`src/rtl/keypad_multitap_encoder.sv`:
```
`default_nettype none
// ============================================================================
// Module      : keypad_multitap_encoder
// Description : Scans a 4x4 keypad and debounces it. Phone-style multi-tap
//               presses are turned into one pending ASCII letter, and
//               one-cycle commit / word-submit / clear events are emitted for
//               the downstream game FSM.
// Ports       : clk, rst          - clock, synchronous active-high reset
//               row[3:0]          - raw keypad rows (async, active-high)
//               col[3:0]          - one-hot column drive
//               letter[7:0]       - pending letter ASCII, 8'h00 when none
//               pending           - a letter is pending
//               commit            - 1-cycle pulse, letter committed
//               commit_letter[7:0]- last committed letter (held)
//               word_submit       - 1-cycle pulse, submit with nothing pending
//               clear             - 1-cycle pulse, pending letter discarded
// Revision    : 1.0 - initial release
// ============================================================================
module keypad_multitap_encoder #(
    parameter int SCAN_DIV    = 1000,
    parameter int DEBOUNCE    = 4,
    parameter int TAP_TIMEOUT = 100000
) (
    input  logic       clk,
    input  logic       rst,
    input  logic [3:0] row,
    output logic [3:0] col,
    output logic [7:0] letter,
    output logic       pending,
    output logic       commit,
    output logic [7:0] commit_letter,
    output logic       word_submit,
    output logic       clear
);

    localparam int c_DIV_W = (SCAN_DIV > 1) ? $clog2(SCAN_DIV) : 1;
    localparam int c_DB_W  = $clog2(DEBOUNCE + 1);
    localparam int c_TMR_W = $clog2(TAP_TIMEOUT + 1);

    localparam logic [c_DIV_W-1:0] c_DIV_LAST = c_DIV_W'(SCAN_DIV - 1);
    localparam logic [c_DB_W-1:0]  c_DB_FULL  = c_DB_W'(DEBOUNCE);
    localparam logic [c_TMR_W-1:0] c_TMR_MAX  = c_TMR_W'(TAP_TIMEOUT);

    // Key code layout: {valid, row[1:0], col[1:0]}
    localparam logic [4:0] c_CODE_NONE  = 5'b0_0000;
    localparam logic [3:0] c_KEY_SUBMIT = 4'b1100;   // R3C0
    localparam logic [3:0] c_KEY_CLEAR  = 4'b1101;   // R3C1

    typedef enum logic [0:0] {
        S_IDLE    = 1'b0,
        S_PENDING = 1'b1
    } state_t;

    // ------------------------------------------------------------------------
    // Letter helpers. Groups 0..7 are rows 0/1, index = row*4 + col.
    // ------------------------------------------------------------------------
    function automatic logic [7:0] f_letter(input logic [2:0] grp, input logic [1:0] idx);
        logic [7:0] base;
        case (grp)
            3'd0:    base = 8'h41;   // ABC
            3'd1:    base = 8'h44;   // DEF
            3'd2:    base = 8'h47;   // GHI
            3'd3:    base = 8'h4A;   // JKL
            3'd4:    base = 8'h4D;   // MNO
            3'd5:    base = 8'h50;   // PQRS
            3'd6:    base = 8'h54;   // TUV
            default: base = 8'h57;   // WXYZ
        endcase
        return base + {6'd0, idx};
    endfunction

    function automatic logic [1:0] f_last_idx(input logic [2:0] grp);
        return ((grp == 3'd5) || (grp == 3'd7)) ? 2'd3 : 2'd2;
    endfunction

    // ------------------------------------------------------------------------
    // Row synchronizer
    // ------------------------------------------------------------------------
    logic [3:0] r_row_s1;
    logic [3:0] r_row_s2;

    always_ff @(posedge clk) begin
        if (rst) begin
            r_row_s1 <= '0;
            r_row_s2 <= '0;
        end else begin
            r_row_s1 <= row;
            r_row_s2 <= r_row_s1;
        end
    end

    // ------------------------------------------------------------------------
    // Column scan
    // ------------------------------------------------------------------------
    logic [c_DIV_W-1:0] r_div;
    logic [1:0]         r_slot;
    logic [3:0]         r_col;
    logic               w_slot_end;
    logic               w_frame_end;

    assign w_slot_end  = (r_div == c_DIV_LAST);
    assign w_frame_end = w_slot_end && (r_slot == 2'd3);
    assign col         = r_col;

    always_ff @(posedge clk) begin
        if (rst) begin
            r_div  <= '0;
            r_slot <= 2'd0;
            r_col  <= 4'b0001;
        end else if (w_slot_end) begin
            r_div  <= '0;
            r_slot <= r_slot + 2'd1;
            r_col  <= {r_col[2:0], r_col[3]};
        end else begin
            r_div  <= r_div + c_DIV_W'(1);
        end
    end

    // ------------------------------------------------------------------------
    // Per-slot detection and frame accumulation. Hits saturate at 2 since
    // any count above one means "no key" for the frame.
    // ------------------------------------------------------------------------
    logic       w_slot_hit;
    logic [1:0] w_row_idx;
    logic [1:0] r_frm_hits;
    logic [3:0] r_frm_key;
    logic [1:0] w_hits_next;
    logic [3:0] w_key_next;
    logic [4:0] w_frame_code;

    always_comb begin
        w_slot_hit = 1'b1;
        w_row_idx  = 2'd0;
        case (r_row_s2)
            4'b0001: w_row_idx = 2'd0;
            4'b0010: w_row_idx = 2'd1;
            4'b0100: w_row_idx = 2'd2;
            4'b1000: w_row_idx = 2'd3;
            default: w_slot_hit = 1'b0;
        endcase
    end

    always_comb begin
        w_hits_next = r_frm_hits;
        w_key_next  = r_frm_key;
        if (w_slot_hit) begin
            w_key_next = {w_row_idx, r_slot};
            if (r_frm_hits != 2'd2) begin
                w_hits_next = r_frm_hits + 2'd1;
            end
        end
        w_frame_code = (w_hits_next == 2'd1) ? {1'b1, w_key_next} : c_CODE_NONE;
    end

    always_ff @(posedge clk) begin
        if (rst) begin
            r_frm_hits <= 2'd0;
            r_frm_key  <= 4'd0;
        end else if (w_frame_end) begin
            r_frm_hits <= 2'd0;
            r_frm_key  <= 4'd0;
        end else if (w_slot_end) begin
            r_frm_hits <= w_hits_next;
            r_frm_key  <= w_key_next;
        end
    end

    // ------------------------------------------------------------------------
    // Debounce: r_db_cnt counts consecutive frames equal to r_cand.
    // ------------------------------------------------------------------------
    logic [4:0]        r_cand;
    logic [4:0]        r_stable;
    logic [c_DB_W-1:0] r_db_cnt;
    logic [c_DB_W-1:0] w_db_cnt_next;
    logic              w_settle;
    logic              w_press;

    always_comb begin
        if (w_frame_code != r_cand) begin
            w_db_cnt_next = c_DB_W'(1);
        end else if (r_db_cnt == c_DB_FULL) begin
            w_db_cnt_next = r_db_cnt;
        end else begin
            w_db_cnt_next = r_db_cnt + c_DB_W'(1);
        end
    end

    assign w_settle = w_frame_end && (w_db_cnt_next == c_DB_FULL) && (w_frame_code != r_stable);
    // Only a none -> key transition is a press; key -> key is silent.
    assign w_press  = w_settle && (r_stable == c_CODE_NONE);

    always_ff @(posedge clk) begin
        if (rst) begin
            r_cand   <= c_CODE_NONE;
            r_stable <= c_CODE_NONE;
            r_db_cnt <= '0;
        end else if (w_frame_end) begin
            r_cand   <= w_frame_code;
            r_db_cnt <= w_db_cnt_next;
            if (w_settle) begin
                r_stable <= w_frame_code;
            end
        end
    end

    // ------------------------------------------------------------------------
    // Multi-tap FSM with registered outputs
    // ------------------------------------------------------------------------
    logic               w_is_letter;
    logic               w_is_submit;
    logic               w_is_clear;
    logic [2:0]         w_grp;
    logic               w_same_tap;
    logic [1:0]         w_idx_adv;

    state_t             r_state;
    logic [2:0]         r_key;
    logic [1:0]         r_idx;
    logic [c_TMR_W-1:0] r_timer;
    logic [7:0]         r_letter;
    logic               r_pending;
    logic               r_commit;
    logic [7:0]         r_commit_letter;
    logic               r_word_submit;
    logic               r_clear;

    assign w_is_letter = (w_frame_code[3] == 1'b0);
    assign w_is_submit = (w_frame_code[3:0] == c_KEY_SUBMIT);
    assign w_is_clear  = (w_frame_code[3:0] == c_KEY_CLEAR);
    assign w_grp       = w_frame_code[2:0];
    assign w_same_tap  = (r_state == S_PENDING) && (w_grp == r_key) && (r_timer < c_TMR_MAX);
    assign w_idx_adv   = (r_idx == f_last_idx(r_key)) ? 2'd0 : r_idx + 2'd1;

    always_ff @(posedge clk) begin
        if (rst) begin
            r_state         <= S_IDLE;
            r_key           <= 3'd0;
            r_idx           <= 2'd0;
            r_timer         <= '0;
            r_letter        <= 8'h00;
            r_pending       <= 1'b0;
            r_commit        <= 1'b0;
            r_commit_letter <= 8'h00;
            r_word_submit   <= 1'b0;
            r_clear         <= 1'b0;
        end else begin
            r_commit      <= 1'b0;
            r_word_submit <= 1'b0;
            r_clear       <= 1'b0;

            if ((r_state == S_PENDING) && (r_timer != c_TMR_MAX)) begin
                r_timer <= r_timer + c_TMR_W'(1);
            end

            if (w_press) begin
                if (w_is_letter) begin
                    if (w_same_tap) begin
                        r_idx    <= w_idx_adv;
                        r_letter <= f_letter(r_key, w_idx_adv);
                    end else begin
                        // New key or timed out: the old letter is dropped.
                        r_key    <= w_grp;
                        r_idx    <= 2'd0;
                        r_letter <= f_letter(w_grp, 2'd0);
                    end
                    r_timer   <= '0;
                    r_state   <= S_PENDING;
                    r_pending <= 1'b1;
                end else if (w_is_submit) begin
                    if (r_state == S_PENDING) begin
                        r_commit        <= 1'b1;
                        r_commit_letter <= r_letter;
                        r_letter        <= 8'h00;
                        r_pending       <= 1'b0;
                        r_timer         <= '0;
                        r_state         <= S_IDLE;
                    end else begin
                        r_word_submit <= 1'b1;
                    end
                end else if (w_is_clear) begin
                    if (r_state == S_PENDING) begin
                        r_clear   <= 1'b1;
                        r_letter  <= 8'h00;
                        r_pending <= 1'b0;
                        r_timer   <= '0;
                        r_state   <= S_IDLE;
                    end
                end
            end
        end
    end

    assign letter        = r_letter;
    assign pending       = r_pending;
    assign commit        = r_commit;
    assign commit_letter = r_commit_letter;
    assign word_submit   = r_word_submit;
    assign clear         = r_clear;

endmodule
`default_nettype wire

```
`config.mk`:
```
export PLATFORM = sky130hd
export DESIGN_NAME = keypad_multitap_encoder
export DESIGN_NICKNAME = d
export VERILOG_FILES = /design/src/rtl/keypad_multitap_encoder.sv
export SDC_FILE = /design/constraint.sdc
export NUM_CORES = 1
export LEC_CHECK = 0
export CAP_MARGIN = 15
export CORE_AREA = 4 4 95 97
export CTS_CLUSTER_DIAMETER = 150
export CTS_CLUSTER_SIZE = 10
export DETAILED_ROUTE_END_ITERATION = 10
export DIE_AREA = 0 0 99 101
export PLACE_DENSITY = 0.76
export SLEW_MARGIN = 25
export SYNTH_ARGS = -nofsm -noshare
export SYNTH_HDL_FRONTEND = slang
export SYNTH_SLANG_ARGS = --single-unit
```
`constraint.sdc`:
```
create_clock -name clk -period 9.2 [get_ports clk]
set_input_delay 2.3 -clock clk [delete_from_list [all_inputs] [get_ports clk]]
set_output_delay 2.3 -clock clk [all_outputs]
set_load 0.02 [all_outputs]
```
==> results_dict.tcl, run 1 <==
set metrics [dict create \
    synth_edf_count 0 \
    setup_viol 0 \
    syn_to_final_growth_pct 10.6 \
    synth-main-ff-cell "dfxtp_1" \
    clkTransAtPathRegs_ns 0.08 \
    die-area_mm2 0.0100 \
    layout.nets 574 \
    insertion_delay_ns 0.36 \
    htreeDepth 3 \
    p_clk_frac 0.371 \
    final.period_utilization 0.425 \
    rsz0062_at_grt "false" \
    yosysUniqueCellTypes 63 \
    globalRouteTotalUtil 0.185 \
    vias 3764 \
    maxCapViolations 0 \
    mostFrequentLayoutCells "84 x nand2_1, 83 x dfxtp_1, 68 x nor2_1" \
    cts_setup_buffers 0 \
    p_total_mw 0.656 \
    dpl.hpwl_mm 6.31 \
    min_period_ns 3.91 \
    avgRoutedWirePerCell_um 13.5 \
    p_leak_nw 1.77 \
    clkSinkCount 83 \
    cts_hold_buf 0 \
    multiInputGateArea_mm2 0.00253 \
    remaining_drc_errors 0 \
    start_util 0.538 \
    fin_cells 668 \
    critPathMaxFanout 61 \
    cp-start-kind "input port" \
    placed_cells 652 \
    arrival_ns 4.20 \
    cts_max_path_buffers 2 \
    crit_required_ns 9.49 \
    async_reset_ff_frac 0 \
    irDropWorstVdd_uv 141 \
    critPathKind "input port to register" \
    max_freq_mhz 256 \
    netlist_instances 546 \
    final_antenna_net_count 0 \
    outcome "complete, no violations" \
    drt_iter0_drc 234 \
    combPwrFrac 0.074 \
    seq_power_share 0.555 \
    worst_hold_slack_ns 0.442 \
    synth_seq_cells 83 \
    cts-root-buf "clkbuf_8" \
    p_per_area_mw_per_mm2 135 \
    die_w_um 99 \
    cts_buffers 9 \
    hold_viol_final 0 \
    cts_resized 0 \
    insertedDiodeCount 0 \
    yosysWarnings 0 \
    tightestPinTransition_ns 0.927 \
    drive_gt1_frac 0.0746 \
    grt_pass1_wl_mm 15.5 \
    finalMaxSlewViolations 0 \
    gp_congestion 0.870 \
    hold_class "register to register" \
    reg2reg_slack_ns 5.39 \
    yosysSeqAreaShare 0.380 \
    swShare 0.259 \
    io_pins 30 \
    grt_max_degree 62 \
    io_buffers 27 \
    antenna_found_initial 0 \
    die_h_um 101 \
    end_kind "register" \
    regArea_mm2 0.00166 \
    fin_tns_setup_ns 0 \
    p_int_mw 0.486 \
    relSlewSlack 0.379 \
    power.switching_mw 0.170 \
    final_common_cell "nand2_1" \
    cts_tree "done" \
    syn-mean-instance-area_um2 8.01 \
    core_mm2 0.00813 \
    syn_area_mm2 0.00438 \
    worst_clock_skew_ns 0.0124 \
    wirelength_mm 9.03 \
    fp-row-count 33 \
    grt_pass1_vias 3504 \
    overflow 0 \
    via_per_inst 5.63 \
    fillers 701 \
    dr.pass1.iters 5 \
]
## worst paths after layout
check,from,endpoint,depth (start not counted)
max,rst,r_timer[8],6
min,r_row_s1[0],r_row_s2[0],1
max reg2reg,r_row_s2[0],r_key[1],10
min reg2reg,r_row_s1[0],r_row_s2[0],1
## Yosys cell counts, types with 2 or more instances
| cell type | count | area, um^2 |
|---|---|---|
| inv_1 | 14 | 52.6 |
| buf_4 | 7 | 52.6 |
| buf_2 | 4 | 20.0 |
| nand2_1 | 84 | 315 |
| nor4_1 | 6 | 37.5 |
| and2_1 | 3 | 18.8 |
| a22oi_1 | 6 | 45.0 |
| or3_1 | 5 | 31.3 |
| nand4_1 | 9 | 56.3 |
| a21oi_1 | 34 | 170 |
| xor2_1 | 5 | 43.8 |
| a21o_1 | 2 | 15.0 |
| xnor2_1 | 10 | 87.6 |
| nor2b_1 | 13 | 81.3 |
| ha_1 | 9 | 113 |
| a211oi_1 | 2 | 15.0 |
| mux2i_1 | 20 | 200 |
| nand3_1 | 42 | 210 |
| or2_2 | 4 | 25.0 |
| o31ai_1 | 2 | 15.0 |
| o21ai_0 | 15 | 75.1 |
| mux2_2 | 3 | 33.8 |
| o21a_1 | 3 | 22.5 |
| nand2b_1 | 6 | 37.5 |
| nor3_1 | 17 | 85.1 |
| and3_1 | 4 | 25.0 |
| a31o_2 | 2 | 17.5 |
| dfxtp_1 | 83 | 1660 |
| a21boi_0 | 4 | 30.0 |
| buf_6 | 2 | 22.5 |
| or4_1 | 5 | 37.5 |
| nor2_1 | 68 | 255 |
| clkbuf_1 | 16 | 60.1 |
| a31oi_1 | 4 | 25.0 |
| nand3b_1 | 4 | 30.0 |
| a41oi_1 | 2 | 17.5 |
## logic make-up (layout without fill, tap and decap cells)
kind of cell	after synthesis	after routing	synth area share
AO/OA/AOI/OAI	91	91	0.149
XOR/XNOR	16	16	0.0337
adder cells (fa/ha/maj)	10	10	0.0303
buffers and inverters	43	59	0.0475
flip-flops	83	83	0.380
multiplexers	23	23	0.0535
other	1	2	0.000857
AND/OR/NAND/NOR	279	279	0.305
## per-layer routing
metal / share of wire / global-route usage / vias up / wire (um)
li1: - / - / 1927 / -
met1: 0.48 / 0.237 / 1757 / 4320
met2: 0.48 / 0.311 / 70 / 4300
met3: 0.034 / 0.0394 / 10 / 310
met4: 0.011 / 0.0588 / 0 / 103
met5: 0 / 0 / - / 0
## per-stage QoR
stage / utilization / setup WS [ns] / instance area, um^2
after floorplan: - / 5.79 / 4380
after global placement: 0.571 / 5.06 / 4640
after detailed placement: 0.571 / 4.92 / 4640
after CTS: 0.594 / 5.29 / 4830
after global routing: 0.595 / 5.08 / 4840
final: 0.595 / 5.29 / 4840
## layout make-up
cell class,count,share of cell area
multi-input cells,421,0.522
flip-flops and latches,83,0.343
repair buffers,29,0.0579
clock buffers,10,0.0284
well taps,105,0.0271
inverters,14,0.0109
clock inverters,6,0.00982
## power groups by stage
stage          combinational [mW]  sequential, mW  clock, mW
2_1_floorplan              0.0402           0.372          0
3_3_place_gp               0.0456           0.373          0
3_5_place_dp               0.0467           0.373          0
4_1_cts                    0.0470           0.364      0.249
5_1_grt                    0.0530           0.365      0.265
6_report                   0.0484           0.364      0.243
## critical path, cell delays in order
cell and delay (ns):
buf_2 0.09, buf_4 0.31, nor4_1 0.40, nor3b_2 0.82, nand2_1 0.15, nand3_1 0.11
## flip-flops by register name, indices dropped and copies added (netlist names), 2 cells and up
name	flops
r_timer	17
r_div	10
commit_letter	7
letter	6
r_cand	5
r_stable	5
col	4
r_frm_key	4
r_row_s1	4
r_row_s2	4
r_db_cnt	3
r_key	3
r_frm_hits	2
r_idx	2
r_slot	2
No activity file was read; power rests on OpenSTA's default activity.
==> inputs of run 2 (changes only) <==
--- a/config.mk
+++ b/config.mk
@@ -6,12 +6,12 @@
 export NUM_CORES = 1
 export LEC_CHECK = 0
 export CAP_MARGIN = 15
-export CORE_AREA = 4 4 95 97
+export CORE_AREA = 4 4 96 98
 export CTS_CLUSTER_DIAMETER = 150
 export CTS_CLUSTER_SIZE = 10
 export DETAILED_ROUTE_END_ITERATION = 10
-export DIE_AREA = 0 0 99 101
-export PLACE_DENSITY = 0.76
+export DIE_AREA = 0 0 100 102
+export PLACE_DENSITY = 0.78
 export SLEW_MARGIN = 25
 export SYNTH_ARGS = -nofsm -noshare
 export SYNTH_HDL_FRONTEND = slang
==> constraint.sdc (replaced) <==
create_clock -name clk -period 3.25 [get_ports clk]
set_input_delay 0.8125 -clock clk [delete_from_list [all_inputs] [get_ports clk]]
set_output_delay 0.8125 -clock clk [all_outputs]
set_load 0.02 [all_outputs]
==> run 2 against run 1 <==
Effect of this change:
- global-route usage is 0.74 points higher
- largest cell class unchanged
- register-to-register slack worse by 5.3 ns
- routed wire length is 9.8% higher
- cell count is 4.9% higher
- sequential power grew to 2.8 times the previous value
- largest power group unchanged
- non-clock buffer count is 29 higher
- critical endpoint is now word_submit
- sequential cell count stayed put
- design area is 6.4% higher
- clock skew is 0.0026 ns higher
- clock power grew to 2.9 times the previous value
==> results_dict.tcl, run 2 (same netlist as run 1, synthesis figures left out) <==
set metrics [dict create \
    clkTransAtPathRegs_ns 0.10 \
    post-route-util 0.608 \
    insertion_delay_ns 0.37 \
    syn_to_final_growth_pct 17.7 \
    arrival_ns 3.40 \
    via_per_inst 5.60 \
    p_per_area_mw_per_mm2 371 \
    dr.pass1.iters 4 \
    relSlewSlack 0.481 \
    mostFrequentLayoutCells "81 x nand2_1, 80 x dfxtp_1, 68 x nor2_1" \
    cts_tree "done" \
    fin_area_mm2 0.00515 \
    crit_required_ns 3.52 \
    grt_max_degree 61 \
    critPathKind "register to register" \
    avgRoutedWirePerCell_um 14.1 \
    place_area_mm2 0.00480 \
    start_util 0.517 \
    io_pins 30 \
    globalRouteTotalUtil 0.192 \
    timing.rr.end "word_submit" \
    worst_clock_skew_ns 0.0150 \
    r2r-start "r_row_s2[0]" \
    overflow 0 \
    die-area_mm2 0.0102 \
    reg2reg_slack_ns 0.12 \
    fillers 741 \
    p_total_mw 1.91 \
    clkSinkCount 83 \
    hold_depth 1 \
    antenna_found_initial 0 \
    critPathMaxFanout 6 \
    cts_hold_buf 0 \
    drive_gt1_frac 0.140 \
    tightestPinTransition_ns 0.771 \
    irDropWorstVdd_uv 258 \
    finalMaxSlewViolations 0 \
    cts_max_path_buffers 2 \
    fp-row-count 34 \
    gp_congestion 0.922 \
    cp-start-kind "register" \
    layout.nets 604 \
    largest-register "r_timer" \
    hp-start "r_row_s1[3]" \
    maxCapViolations 0 \
    final_antenna_net_count 0 \
    p_leak_nw 1.93 \
    insertedDiodeCount 0 \
    max_freq_mhz 320 \
    htreeDepth 3 \
    io_buffers 27 \
    largest_reg_flops 17 \
    remaining_drc_errors 0 \
    core_mm2 0.00847 \
    final_common_cell "nand2_1" \
    hold_viol_final 0 \
    drt_iter0_drc 241 \
    cp-startpoint "r_row_s2[0]" \
    grt_pass1_wl_mm 16.3 \
    hold_end "r_row_s2[3]" \
    die_w_um 100 \
    dpl.hpwl_mm 6.94 \
    cts_buffers 9 \
    grt_pass1_vias 3660 \
    fin_tns_setup_ns 0 \
    die_h_um 102 \
    setup_viol 0 \
    final.period_utilization 0.963 \
    end_kind "register" \
    min_period_ns 3.13 \
    vias 3924 \
    pre_cts_slack_ns -0.111 \
    hold_class "register to register" \
    timing.final.ws_setup_ns 0.120 \
    r2r_cells 11 \
    wirelength_mm 9.91 \
    cts-root-buf "clkbuf_8" \
    outcome "complete, no violations" \
]
[run 2: cell count changes in the layout (fill, tap and decap cells not counted), moves of 2 or more]
cell	previous run	this run
or4_1	5	3
nor3_2	1	3
buf_4	2	28
nand2_1	84	81
nand2_2	0	3
nor3_1	17	15
or4_4	0	2
dfxtp_4	0	2
dfxtp_1	83	80
buf_12	0	2
[run 2: worst max path at each step]
stage	slack, ns	end	cells after the start
after floorplan	0.14	commit_letter[0]	12
after global placement	0.03	word_submit	10
after detailed placement	-0.11	word_submit	10
after CTS	0.01	word_submit	10
after global routing	-0.0009	word_submit	11
final	0.12	word_submit	11
[run 2: metrics by stage]
step                hold WS, ns  std cells
floorplan                 0.414        547
global placement          0.424        674
detailed placement        0.443        674
CTS                       0.446        693
global route              0.451        701
finish                    0.447        701
[run 2: cell type report]
| cell class | count | area [um^2] | share of cell area |
|---|---|---|---|
| well taps | 108 | 135 | 0.0262 |
| clock buffers | 10 | 138 | 0.0267 |
| inverters | 14 | 52.6 | 0.0102 |
| multi-input cells | 422 | 2580 | 0.500 |
| flip-flops and latches | 83 | 1670 | 0.324 |
| clock inverters | 6 | 47.5 | 0.00923 |
| repair buffers | 58 | 531 | 0.103 |
[run 2: routing by layer]
layer  global-route usage  up-vias  routed length (um)
li1                     -     1984                   -
met1                0.247     1841                4530
met2                0.325       79                4850
met3               0.0362       20                 357
met4               0.0674        0                 175
met5                    0        -                   0
[run 2: timing repair]
action                                  CTS  global route
resized for setup                         4            13
setup buffers                             3             7
pin swaps                                 2             8
endpoints found under the setup margin   24            28
cloned                                    0             1
endpoints found under the hold margin     0             0
[run 2: worst max-delay path, cell delays in order, from the launching register on]
cell	delay (ns)
dfxtp_4	0.38
xnor2_2	0.17
a211o_4	0.39
nand2_2	0.11
mux2_2	0.34
buf_4	0.17
nand2_2	0.12
nor2_1	0.08
a2111oi_4	0.37
nand4_1	0.19
or4_1	0.55
nor4_2	0.19
[run 2: where the power goes]
group	internal (mW)	switching (mW)	leakage (nW)
logic	0.0729	0.0990	1.16
clock network	0.305	0.401	0.0933
registers	1.02	0.00814	0.672
==> inputs of run 3 (changes only) <==
--- a/config.mk
+++ b/config.mk
@@ -6,12 +6,12 @@
 export NUM_CORES = 1
 export LEC_CHECK = 0
 export CAP_MARGIN = 15
-export CORE_AREA = 4 4 96 98
+export CORE_AREA = 2 2 93 95
 export CTS_CLUSTER_DIAMETER = 150
 export CTS_CLUSTER_SIZE = 10
 export DETAILED_ROUTE_END_ITERATION = 10
-export DIE_AREA = 0 0 100 102
-export PLACE_DENSITY = 0.78
+export DIE_AREA = 0 0 95 97
+export PLACE_DENSITY = 0.76
 export SLEW_MARGIN = 25
 export SYNTH_ARGS = -nofsm -noshare
 export SYNTH_HDL_FRONTEND = slang
==> constraint.sdc (replaced) <==
create_clock -name clk -period 3.6 [get_ports clk]
set_input_delay 0.9 -clock clk [delete_from_list [all_inputs] [get_ports clk]]
set_output_delay 0.9 -clock clk [all_outputs]
set_load 0.02 [all_outputs]
==> run 3 against run 2 <==
Effect of this change:
- hold slack worse by 0.0045 ns
- utilization decreased by 0.10 points
- largest power group unchanged
- critical path depth shrank 1
- cell count down 3.6%
- combinational power decreased by 24%
- sequential cell count unchanged
==> results_dict.tcl, run 3 (same netlist as run 1, synthesis figures left out) <==
set metrics [dict create \
    critPathMaxFanout 10 \
    grt_pass1_vias 3574 \
    path_cells "xnor2_2 -> a211oi_1 -> nor3_1 -> o211ai_2 -> nor3_1 -> or2_1 -> a2111oi_2 -> nand4_1 -> or4_1 -> nor4_2" \
    via_per_inst 5.63 \
    top_layer_used "met4" \
    r2r-start "r_row_s2[0]" \
    multiInputGateArea_mm2 0.00253 \
    irDropWorstVdd_uv 272 \
    die_w_um 95 \
    cts_setup_buffers 0 \
    fin_tns_setup_ns 0 \
    cts-root-buf "clkbuf_8" \
    reg2reg_slack_ns 0.23 \
    final_common_cell "nand2_1" \
    hp-start "r_row_s1[2]" \
    start_util 0.538 \
    overflow 0 \
    grt_max_degree 61 \
    worst_clock_skew_ns 0.0135 \
    drive_gt1_frac 0.0876 \
    fin_cells 676 \
    met2WireLength_mm 4.35 \
    antenna_found_initial 0 \
    wirelength_mm 9.20 \
    p_leak_nw 1.83 \
    cp-start-kind "register" \
    core_mm2 0.00813 \
    wl_met1_mm 4.28 \
    hold_viol_final 0 \
    remaining_drc_errors 0 \
    outcome "complete, no violations" \
    io_buffers 27 \
    globalRouteTotalUtil 0.212 \
    path_common_cell "nor3_1" \
    final_antenna_net_count 0 \
    clkSinkCount 83 \
    worst_hold_slack_ns 0.442 \
    fillers 700 \
    regArea_mm2 0.00166 \
    insertedDiodeCount 0 \
    critPathKind "register to register" \
    dr.pass1.iters 5 \
    insertion_delay_ns 0.36 \
    avgRoutedWirePerCell_um 13.6 \
    io_pins 30 \
    arrival_ns 3.64 \
    grt_pass1_wl_mm 15.9 \
    die-area_mm2 0.00922 \
    max_freq_mhz 297 \
    layout.nets 582 \
    setup_viol 0 \
    maxCapViolations 0 \
    cts_tree "done" \
    timing.final.ws_setup_ns 0.235 \
    p_per_area_mw_per_mm2 367 \
    relSlewSlack 0.507 \
    crit_slowest_cell "or4_1" \
    final.period_utilization 0.935 \
    die_h_um 97 \
    wl_met3_um 364 \
    fp-row-count 33 \
    cp-startpoint "r_row_s2[0]" \
    cts_buffers 9 \
    gp_congestion 0.922 \
    cts_max_path_buffers 2 \
    drt_iter0_drc 197 \
    placed_cells 660 \
    end_kind "register" \
    crit_required_ns 3.87 \
    tightestPinTransition_ns 0.732 \
    largest_reg_flops 17 \
    syn_to_final_growth_pct 12.9 \
    dpl.hpwl_mm 6.45 \
    post-route-util 0.607 \
    finalMaxSlewViolations 0 \
    rsz0062_at_grt "false" \
    mostFrequentLayoutCells "84 x nand2_1, 83 x dfxtp_1, 68 x nor2_1" \
    max_stage_delay_ns 0.53 \
    vias 3806 \
    min_period_ns 3.37 \
    clkTransAtPathRegs_ns 0.09 \
    pre_cts_slack_ns 0.189 \
    largest-register "r_timer" \
    hold_class "register to register" \
    htreeDepth 3 \
]
==> run 3: changes by cell type in the layout (fill, tap and decap cells not counted), sizes merged <==
| cell | previous run | this run |
|---|---|---|
| clkinv | 3 | 1 |
| buf | 32 | 11 |
| o211a | 2 | 1 |
| inv | 16 | 15 |
| bufinv | 0 | 2 |
| clkbuf | 10 | 11 |
==> run 3: worst paths after layout <==
check | to | cells past startpoint
worst max-delay path | word_submit | 10
worst min-delay path | r_row_s2[2] | 1
worst max register to register | word_submit | 10
worst min register to register | r_row_s2[2] | 1
==> run 3: power by group <==
| group | switching [mW] | internal (mW) |
|---|---|---|
| Sequential | 0.00633 | 0.924 |
| Combinational | 0.0819 | 0.0477 |
| Clock | 0.340 | 0.413 |
==> run 3: worst max-delay path: cells and delay by family (launching register included) <==
| kind | cells | cell delay (ns) |
|---|---|---|
| AO/OA/AOI/OAI | 3 | 1.22 |
| XOR/XNOR | 1 | 0.14 |
| flip-flops | 1 | 0.47 |
| AND/OR/NAND/NOR | 6 | 1.44 |
==> run 3: layout make-up <==
cell class / count / area share
clock buffer: 11 / 0.0286
clock inverter: 5 / 0.0172
inverter: 14 / 0.0106
multi-input combinational: 421 / 0.512
sequential: 83 / 0.336
tap: 105 / 0.0266
timing repair buffer: 37 / 0.0689
==> run 3: timing repair <==
action,in CTS,in global routing
resized for setup,0,1
setup endpoints to repair,0,7
hold buffers,0,0
==> run 3: through the flow <==
stage / instance area, um^2 / total power [mW]
CTS: 4930 / 1.83
detailed placement: 4700 / 1.08
global placement: 4700 / 1.08
global route: 4940 / 1.88
floorplan: 4380 / 1.05
finish: 4940 / 1.81
==> run 3: per-layer routing <==
layer | vias up | GRT usage
met5 | - | 0
met4 | 0 | 0.0970
met3 | 15 | 0.0405
met2 | 80 | 0.334
met1 | 1779 | 0.277
li1 | 1932 | -
